File: src/rtl/share_buf_switch.sv
// share_buf_switch: shared-buffer N-port cell switch.
// Input ports push {rx_port,tx_port,data} cells into one common cell buffer; a
// free-address list hands out buffer slots and per-output address queues return
// them to the output registers in arrival order.
// Optional feature macro: SWITCH_OCC_LIMIT_EN caps queued cells per output at
// QUEUE_LIMIT so one congested output cannot take every buffer slot.
module share_buf_switch #(
  parameter int PORT_NUB    = 4,
  parameter int DATA_WIDTH  = 8,
  parameter int BUF_DEPTH   = 16,
`ifdef SWITCH_OCC_LIMIT_EN
  parameter int QUEUE_LIMIT = 8,
`endif
  localparam int WIDTH_SEL  = $clog2(PORT_NUB),
  localparam int WIDTH_PORT = 1 + 2*WIDTH_SEL + DATA_WIDTH,
  localparam int AW         = $clog2(BUF_DEPTH)
) (
  input  logic                           clk,
  input  logic                           rst_n,
  input  logic [PORT_NUB*WIDTH_PORT-1:0] port_in,
  output logic [PORT_NUB-1:0]            in_ready,
  output logic [PORT_NUB*WIDTH_PORT-1:0] port_out,
  input  logic [PORT_NUB-1:0]            out_ready,
  output logic [AW:0]                    free_cnt,
  output logic [7:0]                     drop_cnt
);

  localparam int             CELL_W   = WIDTH_PORT - 1;
  localparam logic [AW:0]    BUF_FULL = (AW+1)'(BUF_DEPTH);

  logic [AW-1:0]        r_freeMem [BUF_DEPTH];
  logic [AW-1:0]        r_freeHead;
  logic [AW-1:0]        r_freeTail;
  logic [AW:0]          r_freeCnt;
  logic [CELL_W-1:0]    r_cellMem [BUF_DEPTH];
  logic [AW-1:0]        r_qMem [PORT_NUB][BUF_DEPTH];
  logic [AW:0]          r_qWr [PORT_NUB];
  logic [AW:0]          r_qRd [PORT_NUB];
  logic [PORT_NUB-1:0]  r_outValid;
  logic [CELL_W-1:0]    r_outCell [PORT_NUB];
  logic [WIDTH_SEL-1:0] r_wrPtr;
  logic [WIDTH_SEL-1:0] r_rdPtr;
  logic [7:0]           r_dropCnt;

  logic [CELL_W-1:0]    w_inCell [PORT_NUB];
  logic [WIDTH_SEL-1:0] w_inRx [PORT_NUB];
  logic [PORT_NUB-1:0]  w_inValid;
  logic [PORT_NUB-1:0]  w_inDrop;
  logic [PORT_NUB-1:0]  w_inElig;
  logic                 w_inGnt;
  logic [WIDTH_SEL-1:0] w_inIdx;
  logic [WIDTH_SEL-1:0] w_inNext;
  logic [CELL_W-1:0]    w_gntCell;
  logic [WIDTH_SEL-1:0] w_gntRx;
  logic                 w_gntDrop;
  logic                 w_alloc;
  logic [AW-1:0]        w_freeAddr;
  logic [PORT_NUB-1:0]  w_outElig;
  logic                 w_outGnt;
  logic [WIDTH_SEL-1:0] w_outIdx;
  logic [WIDTH_SEL-1:0] w_outNext;
  logic [AW-1:0]        w_rdAddr;
  logic [CELL_W-1:0]    w_rdCell;

`ifdef SWITCH_OCC_LIMIT_EN
  logic [AW:0]          w_occ [PORT_NUB];

  // Queued-cell count per output, taken from the queue pointer distance
  always_comb begin
    for (int o = 0; o < PORT_NUB; o++) begin
      w_occ[o] = r_qWr[o] - r_qRd[o];
    end
  end
`endif

  // Unpack input cells and decide which inputs may be granted this cycle
  always_comb begin
    for (int i = 0; i < PORT_NUB; i++) begin
      w_inValid[i] = port_in[i*WIDTH_PORT + CELL_W];
      w_inCell[i]  = port_in[i*WIDTH_PORT +: CELL_W];
      w_inRx[i]    = port_in[i*WIDTH_PORT + CELL_W - 1 -: WIDTH_SEL];
      w_inDrop[i]  = int'(w_inRx[i]) >= PORT_NUB;
      w_inElig[i]  = w_inValid[i] && (w_inDrop[i] || (r_freeCnt != '0));
`ifdef SWITCH_OCC_LIMIT_EN
      if (!w_inDrop[i] && (int'(w_occ[w_inRx[i]]) == QUEUE_LIMIT)) begin
        w_inElig[i] = 1'b0;
      end
`endif
    end
  end

  // Ingress round-robin: first eligible input at or after r_wrPtr wins
  always_comb begin
    logic [WIDTH_SEL-1:0] idx;
    idx      = '0;
    w_inGnt  = 1'b0;
    w_inIdx  = '0;
    for (int k = 0; k < PORT_NUB; k++) begin
      idx = WIDTH_SEL'((int'(r_wrPtr) + k) % PORT_NUB);
      if (!w_inGnt && w_inElig[idx]) begin
        w_inGnt = 1'b1;
        w_inIdx = idx;
      end
    end
    w_inNext   = WIDTH_SEL'((int'(w_inIdx) + 1) % PORT_NUB);
    w_gntCell  = w_inCell[w_inIdx];
    w_gntRx    = w_inRx[w_inIdx];
    w_gntDrop  = w_inDrop[w_inIdx];
    w_alloc    = w_inGnt && !w_gntDrop;
    w_freeAddr = r_freeMem[r_freeHead];
    in_ready   = '0;
    // Handshake stays closed while held in reset so no source sees a false accept
    if (w_inGnt) begin
      in_ready[w_inIdx] = rst_n;
    end
  end

  // Egress round-robin over outputs with queued cells and a free/draining register
  always_comb begin
    logic [WIDTH_SEL-1:0] idx;
    idx      = '0;
    w_outGnt = 1'b0;
    w_outIdx = '0;
    for (int o = 0; o < PORT_NUB; o++) begin
      w_outElig[o] = (r_qWr[o] != r_qRd[o]) && (!r_outValid[o] || out_ready[o]);
    end
    for (int k = 0; k < PORT_NUB; k++) begin
      idx = WIDTH_SEL'((int'(r_rdPtr) + k) % PORT_NUB);
      if (!w_outGnt && w_outElig[idx]) begin
        w_outGnt = 1'b1;
        w_outIdx = idx;
      end
    end
    w_outNext = WIDTH_SEL'((int'(w_outIdx) + 1) % PORT_NUB);
    w_rdAddr  = r_qMem[w_outIdx][r_qRd[w_outIdx][AW-1:0]];
    w_rdCell  = r_cellMem[w_rdAddr];
  end

  // Free-address list: pop on allocation, push the address read out on egress
  always_ff @(posedge clk or negedge rst_n) begin
    if (!rst_n) begin
      for (int a = 0; a < BUF_DEPTH; a++) begin
        r_freeMem[a] <= AW'(a);
      end
      r_freeHead <= '0;
      r_freeTail <= '0;
      r_freeCnt  <= BUF_FULL;
    end else begin
      if (w_outGnt) begin
        r_freeMem[r_freeTail] <= w_rdAddr;
        r_freeTail            <= r_freeTail + 1'b1;
      end
      if (w_alloc) begin
        r_freeHead <= r_freeHead + 1'b1;
      end
      if (w_outGnt && !w_alloc) begin
        r_freeCnt <= r_freeCnt + 1'b1;
      end else if (!w_outGnt && w_alloc) begin
        r_freeCnt <= r_freeCnt - 1'b1;
      end
    end
  end

  // Cell storage and queue entries carry no reset; pointers decide what is live
  always_ff @(posedge clk) begin
    if (w_alloc) begin
      r_cellMem[w_freeAddr]                      <= w_gntCell;
      r_qMem[w_gntRx][r_qWr[w_gntRx][AW-1:0]]    <= w_freeAddr;
    end
  end

  // Per-output queue pointers; the extra bit separates full from empty
  always_ff @(posedge clk or negedge rst_n) begin
    if (!rst_n) begin
      for (int o = 0; o < PORT_NUB; o++) begin
        r_qWr[o] <= '0;
        r_qRd[o] <= '0;
      end
    end else begin
      if (w_alloc) begin
        r_qWr[w_gntRx] <= r_qWr[w_gntRx] + 1'b1;
      end
      if (w_outGnt) begin
        r_qRd[w_outIdx] <= r_qRd[w_outIdx] + 1'b1;
      end
    end
  end

  // Output registers: reload back-to-back, drain on out_ready, hold when stalled
  always_ff @(posedge clk or negedge rst_n) begin
    if (!rst_n) begin
      r_outValid <= '0;
      for (int o = 0; o < PORT_NUB; o++) begin
        r_outCell[o] <= '0;
      end
    end else begin
      for (int o = 0; o < PORT_NUB; o++) begin
        if (w_outGnt && (int'(w_outIdx) == o)) begin
          r_outValid[o] <= 1'b1;
          r_outCell[o]  <= w_rdCell;
        end else if (out_ready[o]) begin
          r_outValid[o] <= 1'b0;
        end
      end
    end
  end

  // Arbiter pointers advance past each grant; drops count with saturation
  always_ff @(posedge clk or negedge rst_n) begin
    if (!rst_n) begin
      r_wrPtr   <= '0;
      r_rdPtr   <= '0;
      r_dropCnt <= '0;
    end else begin
      if (w_inGnt) begin
        r_wrPtr <= w_inNext;
      end
      if (w_outGnt) begin
        r_rdPtr <= w_outNext;
      end
      if (w_inGnt && w_gntDrop && (r_dropCnt != 8'hFF)) begin
        r_dropCnt <= r_dropCnt + 1'b1;
      end
    end
  end

  // Repack output registers onto the flat output bus
  always_comb begin
    for (int o = 0; o < PORT_NUB; o++) begin
      port_out[o*WIDTH_PORT +: WIDTH_PORT] = {r_outValid[o], r_outCell[o]};
    end
    free_cnt = r_freeCnt;
    drop_cnt = r_dropCnt;
  end

endmodule
File: config.mk
export PLATFORM = sky130hd
export DESIGN_NAME = share_buf_switch
export DESIGN_NICKNAME = d
export VERILOG_FILES = /design/src/rtl/share_buf_switch.sv
export SDC_FILE = /design/constraint.sdc
export NUM_CORES = 1
export LEC_CHECK = 0
export CORE_ASPECT_RATIO = 0.75
export CORE_UTILIZATION = 50
export CTS_BUF_LIST = sky130_fd_sc_hd__clkbuf_8 sky130_fd_sc_hd__clkbuf_16
export DETAILED_ROUTE_END_ITERATION = 16
export GPL_TIMING_DRIVEN = 0
export PLACE_DENSITY = 0.68
export SLEW_MARGIN = 20
export SYNTH_ARGS = -nofsm -noshare
export SYNTH_HDL_FRONTEND = slang
export SYNTH_SLANG_ARGS = --single-unit
File: constraint.sdc
create_clock -name clk -period 13.5 [get_ports clk]
set_input_delay 2.025 -clock clk [delete_from_list [all_inputs] [get_ports clk]]
set_output_delay 2.025 -clock clk [all_outputs]
set_load 0.02 [all_outputs]
==> impl_results.md <==
* Final WL at 86.2 mm
* GRT Total Usage at 0.315
* Nets at 2373
* Ant diodes at 0
* Drt pass-1 iters at 6
* Final hold violations at 0
* Worst R2R End: port_out[37]
* Largest area contributor in the netlist: edfxtp_1
* I/O Buffers at 118
* Area grow syn2layout at 16.5%
* Via count at 19.0k
* Layout Cells excl Fill at 3055
* Fin crit period at 8.34 ns
* Worst-path cell chain: clkdlybuf4s50_1 > nand2b_1 > o2111ai_1 > a31oi_2 > nor2_4 > inv_1 > clkbuf_1 > clkbuf_1 > nand2_1 > nand3_1 > nand3_1 > a311oi_1 > nor4_1 > buf_4 > nand2b_1 > clkbuf_1 > o32a_1 > a31oi_1
* Mapped Avg Cell Area at 12.9 µm²
* CP Class: input port to flip-flop
* Synthesis warning total at 0
* Critical Path Source Type: input port
* DIE WIDTH at 271 µm
* Initial antenna violation count at 2
* Worst slew margin at 0.214
* R2R Path Start: r_qRd[15]
* Most repeated library cell on the critical path: clkbuf_1
* Fin Setup TNS at 0 ns
* Most used DFF post-synth: edfxtp_1
* Register clock-pin slew on the reported worst setup and hold paths at 0.07 ns
* Post-route DRC at 0
* Post-Place Cells at 2943
* Critical path buffer and inverter count at 6
* Synth top area share at 0.497
* Critical Path AT at 8.84 ns
* Row count at 73
* Clock sinks at 621
* Layout cells sized above 1 at 0.130
* Clk_lat worst skew at 0.67 ns
* FMAX at 0.120 GHz
* Hold_ws at 0.476 ns
* Reg2reg setup slack at 6.34 ns
* Final period util at 0.618
* Post-Route Utilization at 0.593
* Inserted Clock Buffers at 59
* Ranking of synthesized cells by area: edfxtp_1 50%, dfrtp_1 13%, mux2i_1 6.2%
* Grt total ovfl at 0
* H-Tree Depth at 2
* Slowest CP cell: a31oi_2
* Synth unique cells at 82
* First-pass GRT wire length at 124 mm
* Routed len/inst at 28.2 µm
* Ports at 127
* Die Y at 204 µm
* Initial Utilization at 0.509
* Setup Viol. Count Final at 0
* CP top delay family: buffers and inverters
* Critical path endpoint category: flip-flop
* Vias in the first global route at 18.2k
* Hold Crit Endpoint: r_freeMem[4]
* Core ar. at 53200 µm²
* Drt initial violations at 2776
* Number of synthesized flops with an enable pin at 448
* Root Driver: clkbuf_16
* Post-CTS Hold Buffers at 0
* CTS tree: yes
* Largest net degree at the start of global routing at 99
* RSZ-0062 raised after global routing: no
* Die area at 55100 µm²
* Async SR Flop Fraction at 0.279
* Hold path start: r_freeMem[4]
* Most frequent cells in the layout: 448 x edfxtp_1, 287 x nand2_1, 169 x mux2i_1
* Max Slew Vio Count at 0
* Worst Tran Pin Value at 1.17 ns
* Vias/cell at 6.22
* Max-Cap Viols at 0
* Crit path max fanout at 10
* R2R depth at 16
* Yosys reg bits at 621
* Most common cell after layout, fill and taps aside: edfxtp_1
* Worst min path class: flip-flop to flip-flop
* CP max stage delay at 0.83 ns
* Final Skew at 0.0339 ns
* Status: finished, final reports clean
* Hold-critical path depth at 2
* # resized after CTS at 0
* Antenna viol nets, final at 0
* Hpwl dp at 60.5 mm
* Post-synthesis cell count at 2093
* Clk buf depth at 3
* Setup Buffers After CTS at 0
* Cell Area, Synth at 27100 µm²
* Worst EP required at 13.99 ns
* Routability cong. at 1.00
* Post-synthesis sequential area ratio at 0.658
==> cell families after synthesis <==
| family | after synthesis | synth area share |
|---|---|---|
| simple gates | 637 | 0.103 |
| flops | 621 | 0.658 |
| compound gates | 404 | 0.101 |
| mux | 219 | 0.0891 |
| buf+inv | 151 | 0.0258 |
| xor+xnor | 37 | 0.0120 |
| fa+ha+maj | 23 | 0.0109 |
| other cells | 1 | 0.000138 |
==> routing by layer <==
| metal | vias up | GRT usage | part of all wire |
|---|---|---|---|
| li1 | 8192 | - | - |
| met1 | 9542 | 0.473 | 0.44 |
| met2 | 1141 | 0.438 | 0.41 |
| met3 | 124 | 0.102 | 0.13 |
| met4 | 0 | 0.0791 | 0.021 |
| met5 | - | 0 | 0 |
==> worst register-to-register path: stages, from the launching register on <==
cell      delay [ns]
dfrtp_1         0.66
xnor2_1         0.17
nand2_1         0.12
o21ai_2         0.61
nor3_1          0.17
nor4_4          0.80
buf_2           0.45
buf_2           0.46
mux2i_1         0.85
nand2_1         0.14
a311oi_1        0.76
nor4_1          0.26
buf_4           0.27
nand2b_1        0.10
clkbuf_1        0.51
o32a_1          0.49
a31oi_1         0.17
==> flip-flops by register name, summed over array words and instances (netlist names) <==
name,flops
free_cnt,5
port_out,48
r_cellMem,192
r_freeHead,4
r_freeMem,64
r_freeTail,4
r_outValid,4
r_qMem,256
r_qRd,20
r_qWr,20
r_rdPtr,2
r_wrPtr,2
==> synth_stat cells, drive strengths merged, types with 11 or more instances <==
library cell / number
nand3: 94
edfxtp: 448
mux2i: 169
nor2: 145
a21oi: 51
and3: 20
xnor2: 26
mux4: 14
xor2: 11
nand2: 292
nor3: 11
mux2: 36
buf: 64
inv: 24
ha: 22
dfrtp: 140
o21ai: 125
dfstp: 33
a31oi: 50
a311oi: 17
a22oi: 19
nor2b: 26
clkbuf: 63
and2: 20
a211oi: 39
a21boi: 14
==> worst max path at each step <==
stage / startpoint / to / slack, ns / cells after the start
after global placement: rst_n / in_ready[3] / 1.85 / 3
after CTS: out_ready[0] / port_out[37] / 5.44 / 16
final: out_ready[0] / port_out[37] / 5.16 / 18
after floorplan: port_in[38] / in_ready[1] / 7.70 / 7
after detailed placement: out_ready[0] / port_out[50] / 4.81 / 16
after global routing: out_ready[0] / port_out[37] / 5.15 / 18
==> through the flow <==
stage | cell area, µm² | setup slack, ns
detailed placement | 29500 | 4.81
finish | 31600 | 5.16
global route | 31600 | 5.15
global placement | 29200 | 1.85
floorplan | 27100 | 7.70
CTS | 31500 | 5.44
==> final cells by class <==
cell class,instances,area (µm²)
plain buffers,127,609
clock buffers,70,1660
clock inverters,42,413
fillers,4139,21700
inverters,24,90.1
multi-input cells,1328,8740
flip-flops and latches,621,17800
well taps,712,891
repair buffers,131,1330
Power is left out: the tool's default activity adds up to more than one toggle a clock period on the data nets, which glitch-free logic cannot reach.
